`src/rtl/keypad_scanner_pkg.sv`:
```
`default_nettype none
// ============================================================================
// Module      : keypad_scanner_pkg
// Description : Shared types, widths and helpers for the 4x3 keypad scanner.
//               KEY_NONE/KEY_W describe the key code, NUM_ROWS/NUM_COLS the
//               matrix geometry, row_state_t the row being driven.
// Revision    : 1.0 - initial release
// ============================================================================
package keypad_scanner_pkg;

    localparam int KEY_W    = 4;
    localparam int NUM_ROWS = 4;
    localparam int NUM_COLS = 3;

    localparam logic [KEY_W-1:0] KEY_NONE = 4'd0;

    typedef enum logic [1:0] {
        ROW0 = 2'd0,
        ROW1 = 2'd1,
        ROW2 = 2'd2,
        ROW3 = 2'd3
    } row_state_t;

    // Code of the lowest pressed key within one row (column 0 wins), or
    // KEY_NONE when no column is pulled low. Codes are row*3 + col + 1.
    function automatic logic [KEY_W-1:0] row_key_code(
        input row_state_t           row,
        input logic [NUM_COLS-1:0]  col_n
    );
        logic [KEY_W-1:0] base;
        base         = {2'b00, row} * 4'd3;
        row_key_code = KEY_NONE;
        if (!col_n[0])
            row_key_code = base + 4'd1;
        else if (!col_n[1])
            row_key_code = base + 4'd2;
        else if (!col_n[2])
            row_key_code = base + 4'd3;
    endfunction

endpackage : keypad_scanner_pkg
`default_nettype wire

```
`src/rtl/keypad_scanner_key_debouncer.sv`:
```
`default_nettype none
// ============================================================================
// Module      : key_debouncer
// Description : Frame-level debouncer. A frame code must repeat for
//               DEBOUNCE_FRAMES consecutive frames before it is committed to
//               o_key_pad; o_key_valid pulses for one cycle when the committed
//               code changes to a nonzero value.
// Ports       : clk, rst (async, active-high)
//               i_frame_end  - one-cycle strobe at the end of each scan frame
//               i_frame_code - lowest pressed key seen during that frame
//               o_key_pad    - committed key code
//               o_key_valid  - new-key pulse
// Config      : KEYPAD_LATCH_EN - when defined, a committed 0 is ignored so the
//               last nonzero key is held.
// Revision    : 1.0 - initial release
// ============================================================================
module key_debouncer
    import keypad_scanner_pkg::*;
#(
    parameter int DEBOUNCE_FRAMES = 5
) (
    input  logic             clk,
    input  logic             rst,
    input  logic             i_frame_end,
    input  logic [KEY_W-1:0] i_frame_code,
    output logic [KEY_W-1:0] o_key_pad,
    output logic             o_key_valid
);

    localparam int CNT_W = $clog2(DEBOUNCE_FRAMES + 1);
    localparam logic [CNT_W-1:0] C_FRAMES = CNT_W'(DEBOUNCE_FRAMES);
    localparam logic [CNT_W-1:0] C_ONE    = CNT_W'(1);

    logic [KEY_W-1:0] r_candidate;
    logic [CNT_W-1:0] r_stable;
    logic [KEY_W-1:0] r_key_pad;
    logic             r_key_valid;

    logic [KEY_W-1:0] w_next_cand;
    logic [CNT_W-1:0] w_next_stable;
    logic             w_commit;

    // Next candidate/count are computed first so that the commit decision
    // sees the count including the current frame.
    always_comb begin
        w_next_cand   = r_candidate;
        w_next_stable = r_stable;
        if (i_frame_code == r_candidate) begin
            if (r_stable != C_FRAMES)
                w_next_stable = r_stable + C_ONE;
        end else begin
            w_next_cand   = i_frame_code;
            w_next_stable = C_ONE;
        end
`ifdef KEYPAD_LATCH_EN
        w_commit = i_frame_end && (w_next_stable == C_FRAMES) && (w_next_cand != KEY_NONE);
`else
        w_commit = i_frame_end && (w_next_stable == C_FRAMES);
`endif
    end

    always_ff @(posedge clk or posedge rst) begin
        if (rst) begin
            r_candidate <= KEY_NONE;
            r_stable    <= '0;
            r_key_pad   <= KEY_NONE;
            r_key_valid <= 1'b0;
        end else begin
            r_key_valid <= 1'b0;
            if (i_frame_end) begin
                r_candidate <= w_next_cand;
                r_stable    <= w_next_stable;
            end
            if (w_commit) begin
                r_key_pad   <= w_next_cand;
                r_key_valid <= (w_next_cand != r_key_pad) && (w_next_cand != KEY_NONE);
            end
        end
    end

    assign o_key_pad   = r_key_pad;
    assign o_key_valid = r_key_valid;

endmodule : key_debouncer
`default_nettype wire

```
`src/rtl/keypad_scanner.sv`:
```
`default_nettype none
// ============================================================================
// Module      : keypad_scanner
// Description : Scans a 4x3 active-low matrix keypad one row at a time and
//               debounces the lowest pressed key over whole scan frames.
// Ports       : sys_clk   - system clock
//               sys_rst   - asynchronous active-high reset
//               col_n     - column inputs, active-low, asynchronous
//               row_n     - row drive, one-hot low
//               key_pad   - committed key code, 0 = none, 1..12 = row*3+col+1
//               key_valid - one-cycle pulse on a change to a nonzero key
// Config      : KEYPAD_LATCH_EN - hold the last nonzero key across releases.
// Revision    : 1.0 - initial release
// ============================================================================
module keypad_scanner
    import keypad_scanner_pkg::*;
#(
    parameter int SCAN_DIV        = 100_000,
    parameter int DEBOUNCE_FRAMES = 5
) (
    input  logic                sys_clk,
    input  logic                sys_rst,
    input  logic [NUM_COLS-1:0] col_n,
    output logic [NUM_ROWS-1:0] row_n,
    output logic [KEY_W-1:0]    key_pad,
    output logic                key_valid
);

    localparam int DIV_W = $clog2(SCAN_DIV);
    localparam logic [DIV_W-1:0] C_DWELL_LAST = DIV_W'(SCAN_DIV - 1);
    localparam logic [DIV_W-1:0] C_DWELL_ONE  = DIV_W'(1);

    logic [NUM_COLS-1:0] r_col_meta;
    logic [NUM_COLS-1:0] r_col_sync;
    row_state_t          r_row;
    logic [DIV_W-1:0]    r_dwell;
    logic [NUM_ROWS-1:0] r_row_n;
    logic [KEY_W-1:0]    r_acc;

    logic                w_sample;
    logic                w_frame_end;
    logic [KEY_W-1:0]    w_row_code;
    logic [KEY_W-1:0]    w_frame_code;

    // Sampling at the last dwell cycle leaves room for the one-cycle row
    // drive lag plus the two synchronizer stages (hence SCAN_DIV >= 4).
    always_comb begin
        w_sample     = (r_dwell == C_DWELL_LAST);
        w_frame_end  = w_sample && (r_row == ROW3);
        w_row_code   = row_key_code(r_row, r_col_sync);
        // Earlier rows always hold lower codes, so the accumulator wins.
        w_frame_code = (r_acc != KEY_NONE) ? r_acc : w_row_code;
    end

    always_ff @(posedge sys_clk or posedge sys_rst) begin
        if (sys_rst) begin
            r_col_meta <= '1;
            r_col_sync <= '1;
            r_row      <= ROW0;
            r_dwell    <= '0;
            r_row_n    <= 4'b1110;
            r_acc      <= KEY_NONE;
        end else begin
            r_col_meta <= col_n;
            r_col_sync <= r_col_meta;
            r_row_n    <= ~(4'b0001 << r_row);
            if (w_sample) begin
                r_dwell <= '0;
                r_row   <= row_state_t'(r_row + 2'd1);
                if (w_frame_end)
                    r_acc <= KEY_NONE;
                else if (r_acc == KEY_NONE)
                    r_acc <= w_row_code;
            end else begin
                r_dwell <= r_dwell + C_DWELL_ONE;
            end
        end
    end

    key_debouncer #(
        .DEBOUNCE_FRAMES (DEBOUNCE_FRAMES)
    ) u_debouncer (
        .clk          (sys_clk),
        .rst          (sys_rst),
        .i_frame_end  (w_frame_end),
        .i_frame_code (w_frame_code),
        .o_key_pad    (key_pad),
        .o_key_valid  (key_valid)
    );

    assign row_n = r_row_n;

endmodule : keypad_scanner
`default_nettype wire

```
`config.mk`:
```
export PLATFORM = sky130hd
export DESIGN_NAME = keypad_scanner
export DESIGN_NICKNAME = d
export VERILOG_FILES = /design/src/rtl/keypad_scanner_pkg.sv /design/src/rtl/keypad_scanner_key_debouncer.sv /design/src/rtl/keypad_scanner.sv
export SDC_FILE = /design/constraint.sdc
export NUM_CORES = 1
export LEC_CHECK = 0
export ABC_AREA = 1
export BUFFER_PORTS_ARGS = -buffer_cell sky130_fd_sc_hd__buf_2
export CORE_MARGIN = 2
export CORE_UTILIZATION = 56
export DETAILED_ROUTE_END_ITERATION = 10
export PLACE_DENSITY = 0.81
export SETUP_SLACK_MARGIN = 0.05
export SLEW_MARGIN = 5
export SYNTH_ARGS = -nofsm -noshare
export SYNTH_HDL_FRONTEND = slang
export SYNTH_HIERARCHICAL = 1
export SYNTH_SLANG_ARGS = --single-unit
```
`constraint.sdc`:
```
create_clock -name sys_clk -period 3.1 [get_ports sys_clk]
set_input_delay 0.155 -clock sys_clk [delete_from_list [all_inputs] [get_ports sys_clk]]
set_output_delay 0.155 -clock sys_clk [all_outputs]
set_load 0.01 [all_outputs]
```
After elaboration in Yosys (flattened, before gate mapping)
Index checks and enable logic that the tools add are counted.
{ "totals": {"regBits": 45, "input_bits": 5, "word_cells": 44} }
{ "classes": {"addsub": 6, "n_mul": 1, "n_eq_ne": 6, "n_shift": 1, "n_mux": 11, "bitwise": 1, "reduce_logical": 8} }
{ "ops": {"columns": ["cell", "n"], "rows": [
  ["$mux W4", 7],
  ["$add A17 B1 Y17 const B", 1],
  ["$eq A17 B17 Y1 const B", 1],
  ["$mux W17", 1],
  ["$add A4 B2 Y4 const B", 2],
  ["$reduce_bool A4 Y1", 2],
  ["$mux W3", 2],
  ["$add A4 B1 Y4 const B", 1],
  ["$eq A4 B4 Y1", 1],
  ["$logic_not A4 Y1", 1],
  ["$mul A2 B2 Y4 const B", 1],
  ["$ne A4 B4 Y1", 1],
  ["$not A4 Y4", 1],
  ["$shl A1 B2 Y4 const A", 1],
  ["$add A3 B1 Y3 const B", 1],
  ["$eq A3 B3 Y1 const B", 1],
  ["$logic_and A1 B1 Y1", 3],
  ["$ne A3 B3 Y1 const B", 1],
  ["$add A2 B1 Y2 const B", 1],
  ["$eq A2 B2 Y1 const B", 1],
  ["$reduce_and A2 Y1", 1],
  ["$reduce_bool A2 Y1", 1],
  ["$mux W1", 1]
]} }

Logic depth before layout (Yosys ltp)
{ "depth": {"word_depth": 11, "ltp_mapped": 16} }

By module
The synthesis kept the hierarchy.
{ "by_module_without_submodules": {"columns": ["module", "n_inst", "cells_per_inst", "area_each_um2", "seq_area_each_um2"], "rows": [
  ["keypad_scanner", 1, 232, 1886.8, 837.1],
  ["key_debouncer", 1, 103, 807.0, 300.3]
]} }

Worst setup path after synthesis
OpenSTA, ideal clock, no wires.
{ "synth_timing": {"kind": "reg2reg", "start": "register r_row[0]", "end": "register u_debouncer.r_key_pad[2] (netlist: u_debouncer/o_key_pad[2])", "setup_time_ns": 0.118, "t_arrival_ns": 2.214, "t_required_ns": 2.982, "setup_slack_ns": 0.768, "stages_incl_launch_ff": 14, "n_path_buf": 0, "synth_period_minus_slack_ns": 2.332, "cell_sequence": "dfrtp_1 -> inv_1 -> ha_1 -> inv_1 -> o21ai_0 -> nor2_1 -> o21ai_0 -> inv_2 -> nand2_1 -> nand2_2 -> nor2_4 -> nand4_4 -> nand2_1 -> nand2_1"} }
{ "synth_via": {"elab_chain_cells": 10, "word_cells_on_any_way": 15, "cone_classes": "3 x add/sub; 1 x mul; 3 x eq/ne; 6 x mux; 2 x reduce/logical"} }
{ "synth_rtl": {"columns": ["element", "line", "rtl"], "rows": [
  ["start, declared", "keypad_scanner.sv:35", "row_state_t r_row;"],
  ["start signal, assigned", "keypad_scanner.sv:69", "r_row <= row_state_t'(r_row + 2'd1);"],
  ["$mul A2 B2 Y4 (*)", "keypad_scanner_pkg.sv:31", "base = {2'b00, row} * 4'd3;"],
  ["$add A4 B2 Y4", "keypad_scanner_pkg.sv:38", "row_key_code = base + 4'd3;"],
  ["$mux W4", "keypad_scanner_pkg.sv:37", "else if (!col_n[2])"],
  ["$mux W4", "keypad_scanner_pkg.sv:35", "else if (!col_n[1])"],
  ["$mux W4 (*)", "keypad_scanner_pkg.sv:33", "if (!col_n[0])"],
  ["$mux W4 (*)", "keypad_scanner.sv:52", "w_frame_code = (r_acc != KEY_NONE) ? r_acc : w_row_code;"],
  ["via w_frame_code[2]", "keypad_scanner.sv:43", "logic [KEY_W-1:0] w_frame_code;"],
  ["$eq A4 B4 Y1", "keypad_scanner_key_debouncer.sv:48", "if (i_frame_code == r_candidate) begin"],
  ["$mux W3", "keypad_scanner_key_debouncer.sv:48", null],
  ["$eq A3 B3 Y1", "keypad_scanner_key_debouncer.sv:58", "w_commit = i_frame_end && (w_next_stable == C_FRAMES);"],
  ["$logic_and A1 B1 Y1", "keypad_scanner_key_debouncer.sv:58", null],
  ["end signal, assigned", "keypad_scanner_key_debouncer.sv:75", "r_key_pad <= w_next_cand;"],
  ["end, declared", "keypad_scanner_key_debouncer.sv:36", "logic [KEY_W-1:0] r_key_pad;"]
]} }
Mark *: on every way through the listed nets, which the timed path passes. The rest lies on a longest branch.
A chain may end at the register's enable or synchronous reset.

Worst setup path after layout
{ "layout_timing": {"start": "register r_row[0]", "end": "register u_debouncer.r_key_pad[3] (netlist: u_debouncer/o_key_pad[3])"} }
{ "layout_via": {"elab_chain_cells": 10, "word_cells_on_any_way": 15, "cone_classes": "3 x add/sub; 1 x mul; 3 x eq/ne; 6 x mux; 2 x reduce/logical"} }
{ "layout_rtl": {"columns": ["element", "line"], "rows": [
  ["$mul A2 B2 Y4 (*)", "keypad_scanner_pkg.sv:31"],
  ["$add A4 B2 Y4", "keypad_scanner_pkg.sv:38"],
  ["$mux W4", "keypad_scanner_pkg.sv:37"],
  ["$mux W4", "keypad_scanner_pkg.sv:35"],
  ["$mux W4 (*)", "keypad_scanner_pkg.sv:33"],
  ["$mux W4 (*)", "keypad_scanner.sv:52"],
  ["via w_frame_code[1]", "keypad_scanner.sv:43"],
  ["$eq A4 B4 Y1 (*)", "keypad_scanner_key_debouncer.sv:48"],
  ["$mux W3", "keypad_scanner_key_debouncer.sv:48"],
  ["$eq A3 B3 Y1", "keypad_scanner_key_debouncer.sv:58"],
  ["$logic_and A1 B1 Y1", "keypad_scanner_key_debouncer.sv:58"]
]} }
Marked as above.

==> summary.md <==
| Metric | Value |
|---|---|
| Slowest cell on crit path | dfrtp_1 |
| Status | completed |
| Wire per inst | about 11 um |
| Crit path required time | between 3 and 4 ns |
| Via density | 5.06 |
| Routed vias | ~2100 |
| Clock transition at the registers of the reported paths | about 0.080 ns |
| Die Area | between 0.005 and 0.006 mm^2 |
| Initial antenna violation count | 0 |
| Syn nets | 351 |
| Min Tclk post-route | 2.54 ns |
| Crit Path Class | reg -> reg |
| Maximum vdd drop | roughly 0.00031 V |
| Final net count | roughly 380 |
| Most frequent CP cell | nand2_1 |
| DRC Markers | 0 |
| Die height | 73.4 um |
| Htree depth | 2 |
| Total GRT Usage | between 20% and 30% |
| Area Growth Syn to Fin | 10.9% |
| Iteration-0 DRC Markers | around 120 |
| Power, Total | 0.00108 W |
| Die width | 73.4 um |
| Max Slew Vio Count | 0 |
| Post-Syn Area | about 0.0027 mm^2 |
| Design Area, Final | ~0.0030 mm^2 |
| Main flop type after synthesis | dfrtp_1 |
| Pin count of the biggest net entering global routing | 28 |
| Synthesized area per cell | roughly 8.0 um^2 |
| Vias in the first global route | around 2000 |
| # IOs | 14 |
| Syn Inst Count | ~340 |
| Post-synth EDFFs | 0 |
| Non-Filler Instances | roughly 420 |
| Max FO, Critical Path | 9 |
| Clk_lat worst skew | 0.31 ns |
| First-pass GRT wire length | about 8500 um |
| Final setup vio count | 0 |
| Setup tns final | 0 ns |
| Share of cells above drive strength 1 | 20.2% |
| CP endpoint kind | flop |
| Core area | approximately 0.0047 mm^2 |
| Buffers on Ports | 13 |
| Post-synthesis sequential area ratio | between 40% and 50% |
| Leak | 1.53 nW |
| CTS tree | built |
| Synthesis-stage register bit count | 45 |
| Pwr dens | around 360 mW/mm^2 |
| CP Data Arrival Time | roughly 2.7 ns |
| GPL Wtd Cong | between 0.8 and 0.9 |
| Clock sink count | 45 |
| Worst slew pin tran | between 0.9 and 1 ns |
| Max-cap viol count | 0 |
| GR Overflow Total | 0 |
| Row count | 25 |
| Maximum clock path buffer count | 2 |
| Tightest Hold Check Type | reg -> reg |
| Final Hold Vio Count | 0 |
| ANT cells | 0 |
| Fmax | ~390 MHz |
| Starting Density | a little under three fifths |
| CP startpoint kind | flop |
| Max stage delay on crit path | around 0.54 ns |
| Relative slew slack | a little under two fifths |
| RSZ-0062 raised after global routing | no |
| Post-DRT Antenna Nets | 0 |
| Yosys cell types | 31 |
| WL final | about 4700 um |
| Fin Clk Skew | 0.0123 ns |
| Area post-placement | 0.00284 mm^2 |
| Period utilization | between 80% and 90% |
| CTS Root Cell | clkbuf_8 |
| Dpl cells | just over 400 |
| Total CTS buffers | 5 |
| Async S/R FF share, synth | 100% |
| CP Cell Sequence | inv_1 > ha_1 > inv_1 > nand2_1 > a21oi_1 > nor2_1 > nor2_1 > or2_1 > inv_2 > nand2_2 > nand2_2 > nor2_4 > nand4_4 > nand2_1 > nand2_1 |
| Core Util, Final | a little under two thirds |
| DP HPWL | about 3700 um |
| Yosys warns | 6 |
| Pre-Repair DR Iteration Count | 4 |
placed cells by master, fill, tap and decap left out, types with 2 or more instances in the layout:
cell,n
nand2_1,88
xor2_1,11
ha_1,11
nor2_8,3
nor2_2,6
dfrtp_1,36
nor3_1,3
xnor2_1,5
inv_1,45
dfstp_2,9
inv_2,9
nand3_4,2
nor2_4,4
nand4_1,8
o21ai_1,6
dlygate4sd3_1,4
clkbuf_8,5
a21oi_1,2
o21ai_0,9
buf_4,3
nand2_2,10
nor2_1,36
buf_2,13
nand3_1,21
layer usage:
layer  part of all wire (%)  global-route usage (%)
met1                     46                    25.2
met2                     49                    33.9
met3                    3.3                    5.76
met4                    1.8                    7.88
met5                      0                       0
final timing paths:
path,startpoint,to,slack [ns],depth (start not counted)
setup / recovery,r_row[0]$_DFFE_PP0N_,u_debouncer/o_key_pad[3]$_DFFE_PP0P_,0.56,15
hold / removal,r_col_meta[2]$_DFF_PP1_,r_col_sync[2]$_DFF_PP1_,0.36,0
setup reg to reg,r_row[0]$_DFFE_PP0N_,u_debouncer/o_key_pad[3]$_DFFE_PP0P_,0.56,15
hold reg to reg,r_col_meta[2]$_DFF_PP1_,r_col_sync[2]$_DFF_PP1_,0.36,0
max in group asynchronous,sys_rst,r_dwell[13]$_DFF_PP0_,1.83,4
min in group asynchronous,sys_rst,u_debouncer/o_key_pad[2]$_DFFE_PP0P_,0.41,3
stage by stage:
stage / hold slack (ns) / worst slack, ns
after global placement: 0.205 / 0.716
after detailed placement: 0.208 / 0.591
after global routing: 0.363 / 0.289
final: 0.359 / 0.563
after floorplan: 0.0197 / 0.768
after CTS: 0.361 / 0.577
registers in the layout (all words and copies together), names as in the netlist:
signal / cells
r_col_sync: 3
r_acc: 4
r_col_meta: 3
r_dwell: 17
u_debouncer/o_key_valid: 1
u_debouncer/o_key_pad: 4
r_row: 2
u_debouncer/r_candidate: 4
row_n: 4
u_debouncer/r_stable: 3
critical path, delay by kind of cell, from the launching register on:
kind / cells / cell delay (ns)
adder cells (fa/ha/maj): 1 / 0.35
AND/OR/NAND/NOR: 10 / 1.05
flip-flops: 1 / 0.54
buffers and inverters: 3 / 0.35
AO/OA/AOI/OAI: 1 / 0.14
Yosys cell counts (8+ instances only):
library cell | n | area (um^2)
ha_1 | 11 | 138
dfstp_2 | 9 | 236
inv_1 | 45 | 169
nand2_2 | 10 | 62.6
xor2_1 | 11 | 96.3
nand2_1 | 88 | 330
nor2_1 | 36 | 135
inv_2 | 9 | 33.8
dfrtp_1 | 36 | 901
nand4_1 | 8 | 50.1
o21ai_0 | 9 | 45.0
nand3_1 | 21 | 105
layout make-up:
type	count	area (um^2)
clock inverter	2	35.0
sequential	45	1140
inverter	54	203
timing repair buffer	20	128
clock buffer	6	72.6
tap	54	67.6
multi-input combinational	234	1350
fill	392	1700
logic make-up after synthesis:
| family | Yosys count | synth area share (%) |
|---|---|---|
| DFF | 45 | 42.2 |
| and+or+nand+nor | 188 | 35.6 |
| buffers and inverters | 56 | 7.85 |
| adders and majority gates | 11 | 5.11 |
| AOI/OAI and AO/OA | 18 | 3.39 |
| xor gates and xnor gates | 17 | 5.81 |
power by group:
part | switching, W | total (W) | leakage (nW) | internal [W]
logic | 0.0000349 | 0.0000525 | 0.896 | 0.0000176
registers | 0.00000263 | 0.000597 | 0.583 | 0.000594
clock network | 0.000194 | 0.000433 | 0.0552 | 0.000239
total | 0.000232 | 0.00108 | 1.53 | 0.000851
what timing repair did:
action	CTS	global route
gates resized for setup	0	0
hold buffers	4	0
buffers inserted	0	0
hold endpoints to repair	15	0
No activity file was read; power rests on OpenSTA's default activity.
